File: src/rtl/pipeline_hazard_ctrl_if.sv
// Hazard controller bundle: pipeline status into the sequencer, load/flush controls back out.
interface pipeline_hazard_ctrl_if;
  logic [4:0]  id_rs1;
  logic [4:0]  id_rs2;
  logic        ex_mem_read;
  logic [4:0]  ex_rd;
  logic        ex_branch_taken;
  logic        ex_div_start;
  logic        mem_stall;

  logic        pc_load;
  logic        ifid_load;
  logic        idex_load;
  logic        exmem_load;
  logic        memwb_load;
  logic        ifid_flush;
  logic        idex_flush;
  logic        exmem_flush;
  logic        md_busy;
  logic        md_done;
  logic [31:0] stall_cycles;

  // The pipeline datapath drives status and consumes controls.
  modport master (
    output id_rs1, id_rs2, ex_mem_read, ex_rd, ex_branch_taken, ex_div_start, mem_stall,
    input  pc_load, ifid_load, idex_load, exmem_load, memwb_load,
           ifid_flush, idex_flush, exmem_flush, md_busy, md_done, stall_cycles
  );

  modport slave (
    input  id_rs1, id_rs2, ex_mem_read, ex_rd, ex_branch_taken, ex_div_start, mem_stall,
    output pc_load, ifid_load, idex_load, exmem_load, memwb_load,
           ifid_flush, idex_flush, exmem_flush, md_busy, md_done, stall_cycles
  );
endinterface

File: src/rtl/pipeline_hazard_ctrl.sv
// Load/flush sequencer for the pipeline registers and PC, with the divide-busy FSM
// and a saturating count of cycles in which the PC did not advance.
module pipeline_hazard_ctrl #(
  parameter int DIV_LATENCY = 32,
  parameter int CNT_W       = 6
) (
  input  logic                 clk,
  input  logic                 reset,
  pipeline_hazard_ctrl_if.slave hz
);

  typedef enum logic {IDLE, BUSY} state_t;

  state_t             state, state_nxt;
  logic [CNT_W-1:0]   cnt, cnt_nxt;
  logic [31:0]        stall_cnt;
  logic               lu;
  logic               cnt_zero;
  logic               div_freeze;
  logic               release_cyc;
  logic               pc_load_w;

  assign lu = hz.ex_mem_read && (hz.ex_rd != 5'd0) &&
              ((hz.ex_rd == hz.id_rs1) || (hz.ex_rd == hz.id_rs2));
  assign cnt_zero    = (cnt == '0);
  assign div_freeze  = ((state == IDLE) && hz.ex_div_start) ||
                       ((state == BUSY) && !cnt_zero) ||
                       ((state == BUSY) && cnt_zero && hz.mem_stall);
  assign release_cyc = (state == BUSY) && cnt_zero && !hz.mem_stall;

  always_ff @(posedge clk or negedge reset) begin
    if (!reset) begin
      state <= IDLE;
      cnt   <= '0;
    end else begin
      state <= state_nxt;
      cnt   <= cnt_nxt;
    end
  end

  // A start seen in BUSY belongs to the same frozen DIV and never restarts the countdown.
  always_comb begin
    state_nxt = state;
    cnt_nxt   = cnt;
    case (state)
      IDLE: begin
        if (hz.ex_div_start && !hz.mem_stall) begin
          state_nxt = BUSY;
          cnt_nxt   = CNT_W'(DIV_LATENCY - 1);
        end
      end
      BUSY: begin
        if (!cnt_zero) begin
          cnt_nxt = cnt - CNT_W'(1);
        end else if (!hz.mem_stall) begin
          state_nxt = IDLE;
        end
      end
      default: begin
        state_nxt = IDLE;
        cnt_nxt   = '0;
      end
    endcase
  end

  always_comb begin
    pc_load_w      = 1'b1;
    hz.ifid_load   = 1'b1;
    hz.idex_load   = 1'b1;
    hz.exmem_load  = 1'b1;
    hz.memwb_load  = 1'b1;
    hz.ifid_flush  = 1'b0;
    hz.idex_flush  = 1'b0;
    hz.exmem_flush = 1'b0;
    if (hz.mem_stall) begin
      pc_load_w     = 1'b0;
      hz.ifid_load  = 1'b0;
      hz.idex_load  = 1'b0;
      hz.exmem_load = 1'b0;
      hz.memwb_load = 1'b0;
    end else if (div_freeze) begin
      pc_load_w      = 1'b0;
      hz.ifid_load   = 1'b0;
      hz.idex_load   = 1'b0;
      hz.exmem_flush = 1'b1;
    end else if (release_cyc) begin
      // Release cycle lets the DIV result through untouched; branch/LU re-evaluate next cycle.
      pc_load_w = 1'b1;
    end else if (hz.ex_branch_taken) begin
      hz.ifid_flush = 1'b1;
      hz.idex_flush = 1'b1;
    end else if (lu) begin
      pc_load_w     = 1'b0;
      hz.ifid_load  = 1'b0;
      hz.idex_flush = 1'b1;
    end
  end

  assign hz.pc_load      = pc_load_w;
  assign hz.md_busy      = (state == BUSY);
  assign hz.md_done      = release_cyc;
  assign hz.stall_cycles = stall_cnt;

  always_ff @(posedge clk or negedge reset) begin
    if (!reset) begin
      stall_cnt <= '0;
    end else if (!pc_load_w && (stall_cnt != 32'hFFFF_FFFF)) begin
      stall_cnt <= stall_cnt + 32'd1;
    end
  end

endmodule

File: src/flat_wrapper.sv
// flat-port wrapper written by rule: the top's interface ports become plain ports
module pipeline_hazard_ctrl_flat 
#(
  parameter int DIV_LATENCY = 32,
  parameter int CNT_W       = 6
)
  (clk, reset, hz_id_rs1, hz_id_rs2, hz_ex_mem_read, hz_ex_rd, hz_ex_branch_taken, hz_ex_div_start, hz_mem_stall, hz_pc_load, hz_ifid_load, hz_idex_load, hz_exmem_load, hz_memwb_load, hz_ifid_flush, hz_idex_flush, hz_exmem_flush, hz_md_busy, hz_md_done, hz_stall_cycles);
  pipeline_hazard_ctrl_if hz_i ();
  input  logic clk;
  input  logic reset;
  input wire logic [$bits(hz_i.id_rs1)-1:0] hz_id_rs1;
  input wire logic [$bits(hz_i.id_rs2)-1:0] hz_id_rs2;
  input wire logic [$bits(hz_i.ex_mem_read)-1:0] hz_ex_mem_read;
  input wire logic [$bits(hz_i.ex_rd)-1:0] hz_ex_rd;
  input wire logic [$bits(hz_i.ex_branch_taken)-1:0] hz_ex_branch_taken;
  input wire logic [$bits(hz_i.ex_div_start)-1:0] hz_ex_div_start;
  input wire logic [$bits(hz_i.mem_stall)-1:0] hz_mem_stall;
  output wire logic [$bits(hz_i.pc_load)-1:0] hz_pc_load;
  output wire logic [$bits(hz_i.ifid_load)-1:0] hz_ifid_load;
  output wire logic [$bits(hz_i.idex_load)-1:0] hz_idex_load;
  output wire logic [$bits(hz_i.exmem_load)-1:0] hz_exmem_load;
  output wire logic [$bits(hz_i.memwb_load)-1:0] hz_memwb_load;
  output wire logic [$bits(hz_i.ifid_flush)-1:0] hz_ifid_flush;
  output wire logic [$bits(hz_i.idex_flush)-1:0] hz_idex_flush;
  output wire logic [$bits(hz_i.exmem_flush)-1:0] hz_exmem_flush;
  output wire logic [$bits(hz_i.md_busy)-1:0] hz_md_busy;
  output wire logic [$bits(hz_i.md_done)-1:0] hz_md_done;
  output wire logic [$bits(hz_i.stall_cycles)-1:0] hz_stall_cycles;
  assign hz_i.id_rs1 = hz_id_rs1;
  assign hz_i.id_rs2 = hz_id_rs2;
  assign hz_i.ex_mem_read = hz_ex_mem_read;
  assign hz_i.ex_rd = hz_ex_rd;
  assign hz_i.ex_branch_taken = hz_ex_branch_taken;
  assign hz_i.ex_div_start = hz_ex_div_start;
  assign hz_i.mem_stall = hz_mem_stall;
  assign hz_pc_load = hz_i.pc_load;
  assign hz_ifid_load = hz_i.ifid_load;
  assign hz_idex_load = hz_i.idex_load;
  assign hz_exmem_load = hz_i.exmem_load;
  assign hz_memwb_load = hz_i.memwb_load;
  assign hz_ifid_flush = hz_i.ifid_flush;
  assign hz_idex_flush = hz_i.idex_flush;
  assign hz_exmem_flush = hz_i.exmem_flush;
  assign hz_md_busy = hz_i.md_busy;
  assign hz_md_done = hz_i.md_done;
  assign hz_stall_cycles = hz_i.stall_cycles;
  pipeline_hazard_ctrl #(.DIV_LATENCY(DIV_LATENCY), .CNT_W(CNT_W)) u_core (.clk(clk), .reset(reset), .hz(hz_i));
endmodule
File: config.mk
export PLATFORM = sky130hd
export DESIGN_NAME = pipeline_hazard_ctrl_flat
export DESIGN_NICKNAME = d
export VERILOG_FILES = /design/src/rtl/pipeline_hazard_ctrl_if.sv /design/src/rtl/pipeline_hazard_ctrl.sv /design/src/flat_wrapper.sv
export SDC_FILE = /design/constraint.sdc
export NUM_CORES = 1
export LEC_CHECK = 0
export ABC_CLOCK_PERIOD_IN_PS = 3600
export BUFFER_PORTS_ARGS = -buffer_cell sky130_fd_sc_hd__buf_2
export CAP_MARGIN = 25
export CORE_MARGIN = 2
export CORE_UTILIZATION = 56
export DETAILED_ROUTE_END_ITERATION = 7
export HOLD_SLACK_MARGIN = 0.05
export PLACE_DENSITY = 0.92
export RECOVER_POWER = 25
export SETUP_SLACK_MARGIN = 0.4
export SYNTH_ARGS = -nofsm -noshare
export SYNTH_HDL_FRONTEND = slang
export SYNTH_SLANG_ARGS = --single-unit
File: constraint.sdc
create_clock -name clk -period 3.6 [get_ports clk]
set_input_delay 0.18 -clock clk [delete_from_list [all_inputs] [get_ports clk]]
set_output_delay 0.18 -clock clk [all_outputs]
set_load 0.01 [all_outputs]
# Word level (Yosys, flattened, before mapping)
# Cells that the tools add are included.
totals:
  ramBits: 0
  latchBits: 0
  mem_count: 0
  romBits: 0
  in_bits: 21
  regBits: 39
classes:
  muxes: 26
  n_mul: 0
  reduce_logical: 18
  div: 0
  add_sub_neg: 2
  n_eq_ne: 5
  n_bitwise: 1
  n_lt_le_gt_ge: 0
  shift: 0
ops:
  columns: ["op", "count"]
  rows:
  - ["32-bit by 1-bit adder with 32-bit output, second input constant", 1]
  - ["32-bit inequality test, second input constant", 1]
  - ["1-bit 2-to-1 mux", 22]
  - ["6-bit 2-to-1 mux", 2]
  - ["6-bit one-hot mux with 2 select lines", 1]
  - ["5-bit equality test", 2]
  - ["1-bit logical AND", 9]
  - ["6-bit logical NOT", 1]
  - ["6-bit by 1-bit subtractor with 6-bit output, second input constant", 1]
  - ["5-bit nonzero test", 1]
  - ["2-bit inequality test, second input constant", 2]
  - ["1-bit logical NOT", 3]
  - ["1-bit logical OR", 3]
  - ["1-bit one-hot mux with 2 select lines", 1]
  - ["2-bit AND reduction", 1]
  - ["1-bit inverter", 1]

# Depth between registers and ports, before layout
depth:
  word_depth: 10
  depth_mapped: 9
  mapped_depth_nobuf: 8

# Worst setup path before layout
# OpenSTA, ideal clock, no wires.
synth_path:
  path_type: "reg-to-reg"
  start: "register u_core.cnt[0]"
  end: "register u_core.stall_cnt[1] (netlist: u_core.hz.stall_cycles[1])"
  slack_ns: 1.300
  arrival_ns: 2.173
  required_time_ns: 3.472
  path_stages_with_launch: 9
  cell_sequence: "dfrtp_1 > inv_1 > ha_1 > or4b_4 > nor4b_4 > a21o_2 > a211o_1 > buf_4 > mux2_1"
synth_via:
  elab_cells_between_ends: 13
synth_rtl:
  columns: ["element", "line", "text"]
  rows:
  - ["from (decl)", "pipeline_hazard_ctrl.sv:15", "logic [CNT_W-1:0] cnt, cnt_nxt;"]
  - ["from (signal assigned)", "pipeline_hazard_ctrl.sv:37", "cnt <= cnt_nxt;"]
  - ["6-bit logical NOT", "pipeline_hazard_ctrl.sv:25", "assign cnt_zero = (cnt == '0);"]
  - ["1-bit logical AND (2 in a row)", "pipeline_hazard_ctrl.sv:29", "assign release_cyc = (state == BUSY) && cnt_zero && !hz.mem_stall;"]
  - ["net hz_md_done", "flat_wrapper.sv:27", "output wire logic [$bits(hz_i.md_done)-1:0] hz_md_done;"]
  - ["1-bit 2-to-1 mux", "pipeline_hazard_ctrl.sv:86", "end else if (release_cyc) begin"]
  - ["1-bit 2-to-1 mux", "pipeline_hazard_ctrl.sv:81", "end else if (div_freeze) begin"]
  - ["1-bit 2-to-1 mux", "pipeline_hazard_ctrl.sv:75", "if (hz.mem_stall) begin"]
  - ["1-bit logical NOT", "pipeline_hazard_ctrl.sv:107", "end else if (!pc_load_w && (stall_cnt != 32'hFFFF_FFFF)) begin"]
  - ["1-bit logical AND", "pipeline_hazard_ctrl.sv:107", null]
  - ["to (signal assigned)", "pipeline_hazard_ctrl.sv:108", "stall_cnt <= stall_cnt + 32'd1;"]
  - ["to (decl)", "pipeline_hazard_ctrl.sv:16", "logic [31:0] stall_cnt;"]
# The timed path passes the listed nets, and every way through them passes these cells.
# A chain may end at the register's enable or synchronous reset.

# Worst setup path in the final report
layout_path:
  start: "register u_core.cnt[0]"
  end: "register u_core.stall_cnt[1] (netlist: u_core.hz.stall_cycles[1])"
layout_via:
  elab_chain_cells: 9
  elab_cells_between_ends: 13
layout_rtl:
  columns: ["element", "line", "text"]
  rows:
  - ["6-bit logical NOT (*)", "pipeline_hazard_ctrl.sv:25", null]
  - ["1-bit logical NOT", "pipeline_hazard_ctrl.sv:27", "((state == BUSY) && !cnt_zero) ||"]
  - ["1-bit logical AND", "pipeline_hazard_ctrl.sv:27", null]
  - ["1-bit logical OR", "pipeline_hazard_ctrl.sv:26", "assign div_freeze = ((state == IDLE) && hz.ex_div_start) ||"]
  - ["1-bit logical OR", "pipeline_hazard_ctrl.sv:27", null]
  - ["1-bit 2-to-1 mux (*)", "pipeline_hazard_ctrl.sv:81", null]
  - ["1-bit 2-to-1 mux (*)", "pipeline_hazard_ctrl.sv:75", null]
  - ["1-bit logical NOT (*)", "pipeline_hazard_ctrl.sv:107", null]
  - ["1-bit logical AND (*)", "pipeline_hazard_ctrl.sv:107", null]
# Every way passes the cells marked *; elsewhere a longest branch is shown, timed or not.

==> results.sh <==
export IMPL_status="complete, no violations"
export IMPL_synth_top_area_share=0.437
export IMPL_cap_violations=0
export IMPL_cp_arrival_ns=2.62
export IMPL_seq_area_um2=976
export IMPL_path_clk_slew_ns=0.07
export IMPL_n_fill_cell=318
export IMPL_cts_root_buf="clkbuf_8"
export IMPL_rsz0062_at_grt="false"
export IMPL_holdBufCountCts=1
export IMPL_viasPerCell=5.58
export IMPL_worst_hold_path_type="primary input to flop"
export IMPL_cpPeakStageDelay_ns=0.48
export IMPL_finalCriticalPeriod_ns=2.44
export IMPL_grt_max_degree=40
export IMPL_first_iter_violations=135
export IMPL_syn_avg_cell_area_um2=10.4
export IMPL_synth_top_family_by_area="simple AND/OR/NAND/NOR gates"
export IMPL_gp_congestion=0.822
export IMPL_die_h_um=67.1
export IMPL_crit_family="simple AND/OR/NAND/NOR gates"
export IMPL_worstSetupPathType="flop to flop"
export IMPL_io_buffer_count=62
export IMPL_critical_path_required_ns=3.78
export IMPL_tightest_slew_ns=0.834
export IMPL_ioPinCount=63
export IMPL_endpoint_kind="flop"
export IMPL_yosys_area_share_adder=0.0168
export IMPL_setup_violations=0
export IMPL_synth_xor_area_frac=0.173
export IMPL_die_area_um2=4510
export IMPL_synth_area_um2=2230
export IMPL_synth_warnings=0
export IMPL_cts_tree="built"
export IMPL_ys_seq_elements=39
export IMPL_clock_sinks=39
export IMPL_path_cells="inv_1 -> ha_1 -> or4b_4 -> nor4b_4 -> a21o_2 -> a211o_1 -> mux2_1"
export IMPL_cts_buffers_inserted=5
export IMPL_cts_buffer_depth=2
export IMPL_cp_slowest_cell="or4b_4"
export IMPL_area_delta_synth_final_pct=16.7
export IMPL_initial_core_util=0.596
export IMPL_path_buf_inv=1
export IMPL_fin_util=0.696
export IMPL_grt_ovfl_total=0
export IMPL_syn_inst=215
export IMPL_ys_seq_area_frac=0.437
export IMPL_drc=0
export IMPL_cts_max_level=2
export IMPL_synth_fp_nets=239
export IMPL_p_per_area_nw_per_um2=533
export IMPL_place_hpwl_um=3400
export IMPL_postCtsSetupRepairBufs=0
export IMPL_final_layout_size_suffix_gt1_frac=0.186
export IMPL_synthMuxAreaShare=0.00504
export IMPL_yosysTopAreaCell="dfrtp_1"
export IMPL_dr_pass1_iters=4
export IMPL_grt_total_usage=0.228
export IMPL_path_max_fanout=12
export IMPL_synthSimpleGateAreaFrac=0.264
export IMPL_multi_input_area_um2=1180
export IMPL_wirelength_um=4710
export IMPL_combPwrFrac=0.308
export IMPL_synth_compound_area_share=0.0695
export IMPL_diodes=0
export IMPL_p_seq_frac=0.490
export IMPL_clk_latency_ns=0.30
export IMPL_power_switching_share=0.384
export IMPL_tns_ns=0
export IMPL_p_leak_nw=1.18
export IMPL_fmax_ghz=0.409
export IMPL_vias=1830
export IMPL_rows=22
export IMPL_start_kind="flop"
export IMPL_slew_violations=0
export IMPL_antenna_found_initial=0
export IMPL_grt_pass1_wl_um=7650
export IMPL_ant_nets=0
export IMPL_cts_resized=0
export IMPL_wl_per_cell_um=14.4
export IMPL_fin_crit_sh=0.679
export IMPL_clkPwrFrac=0.202
export IMPL_ir_drop_mv=0.526
export IMPL_yosysUniqueCellTypes=42
export IMPL_grt_pass1_vias=1695
export IMPL_ys_top_cells_by_area="dfrtp_1 (44%), xnor2_1 (9.4%), xor2_1 (7.8%)"
export IMPL_fp_dieW_um=67.1
export IMPL_fin_nets=303
export IMPL_power_switching_w=0.000534
export IMPL_slew_headroom=0.444
export IMPL_core_area_um2=3740
export IMPL_hold_viol=0
export IMPL_internal_power_w=0.000855
export IMPL_skew_ns=0.00687
-- Yosys cell counts, drive strengths merged --
cell	number
buf	4
o21ai	4
a21oi	5
nor4b	1
o21a	3
or4	1
clkbuf	2
xnor2	24
and2	5
and3	8
nor3	9
nand4	22
nor2	21
o31ai	1
and4	2
or2	1
ha	3
a41oi	1
a22oi	1
nor3b	1
nor2b	1
nand4b	1
nand2	11
a211o	1
xor2	20
inv	7
mux2	1
dfrtp	39
or3	1
a21o	1
and2b	1
a2111oi	1
nor4	1
nand3	9
or4b	1
-- layout make-up --
class / instances / area share
clock buffer: 7 / 0.0293
tap: 48 / 0.0231
clock inverter: 1 / 0.00192
timing repair buffer: 63 / 0.109
inverter: 7 / 0.0101
sequential: 39 / 0.375
multi-input combinational: 163 / 0.452
-- power by group through the flow --
stage	Combinational [W]	Clock (W)	Sequential, W
after floorplan	0.000282	0	0.000688
after global placement	0.000426	0	0.000677
after detailed placement	0.000442	0	0.000681
after CTS	0.000448	0.000284	0.000678
after global routing	0.000487	0.000310	0.000697
final	0.000428	0.000281	0.000681
-- worst paths after layout --
check                                            from                    endpoint  slack, ns  cells past startpoint
min in group asynchronous                       reset               u_core.cnt[4]       0.53                      2
hold / removal                        hz_ex_div_start           u_core.hz.md_busy       0.18                      3
hold reg to reg            u_core.hz.stall_cycles[22]  u_core.hz.stall_cycles[22]       0.50                      1
setup / recovery                        u_core.cnt[0]   u_core.hz.stall_cycles[1]       1.16                      7
setup reg to reg                        u_core.cnt[0]   u_core.hz.stall_cycles[1]       1.16                      7
max in group asynchronous                       reset   u_core.hz.stall_cycles[5]       2.54                      2
-- metal layers --
layer / wire (um) / GRT usage
met1: 2040 / 0.273
met4: 80 / 0.0842
met5: 0 / 0
met2: 2340 / 0.385
met3: 250 / 0.0717
-- state kept, by name, indices dropped and copies added (netlist names) --
register,flops
u_core.hz.stall_cycles,32
u_core.cnt,6
u_core.hz.md_busy,1
-- logic make-up after synthesis --
| kind of cell | count (synthesis) |
|---|---|
| AND/OR/NAND/NOR | 97 |
| multiplexers | 1 |
| buffers and inverters | 13 |
| AO/OA/AOI/OAI | 18 |
| XOR/XNOR | 44 |
| adder cells (fa/ha/maj) | 3 |
| flip-flops | 39 |
-- through the flow --
stage	setup WS (ns)	hold slack (ns)	total power [W]	cells	instance area (um^2)
after floorplan	1.30	-0.116	0.000970	215	2230
after global placement	1.22	0.322	0.00110	319	2550
after detailed placement	1.18	0.327	0.00112	319	2550
after CTS	1.16	0.183	0.00141	328	2640
after global routing	1.02	0.203	0.00149	328	2610
final	1.16	0.179	0.00139	328	2610
-- placed cells by master (no fill, tap or decap), types with 2 or more instances in the layout --
| cell | count |
|---|---|
| o21a_1 | 3 |
| buf_2 | 32 |
| nand4_1 | 20 |
| o21ai_0 | 4 |
| clkbuf_1 | 32 |
| a21oi_1 | 5 |
| and3_1 | 7 |
| ha_1 | 3 |
| xor2_1 | 20 |
| nor2_1 | 21 |
| nand4_2 | 2 |
| and4_1 | 2 |
| clkbuf_8 | 5 |
| nor3_1 | 8 |
| xnor2_1 | 24 |
| and2_1 | 4 |
| inv_1 | 7 |
| dfrtp_1 | 39 |
| nand2_1 | 11 |
| nand3_1 | 8 |
-- worst register-to-register path: stages (launching register included) --
cell and delay [ns]:
dfrtp_1 0.42, inv_1 0.10, ha_1 0.16, or4b_4 0.48
nor4b_4 0.30, a21o_2 0.17, a211o_1 0.35, mux2_1 0.36
(Power assumes the default switching activity.)
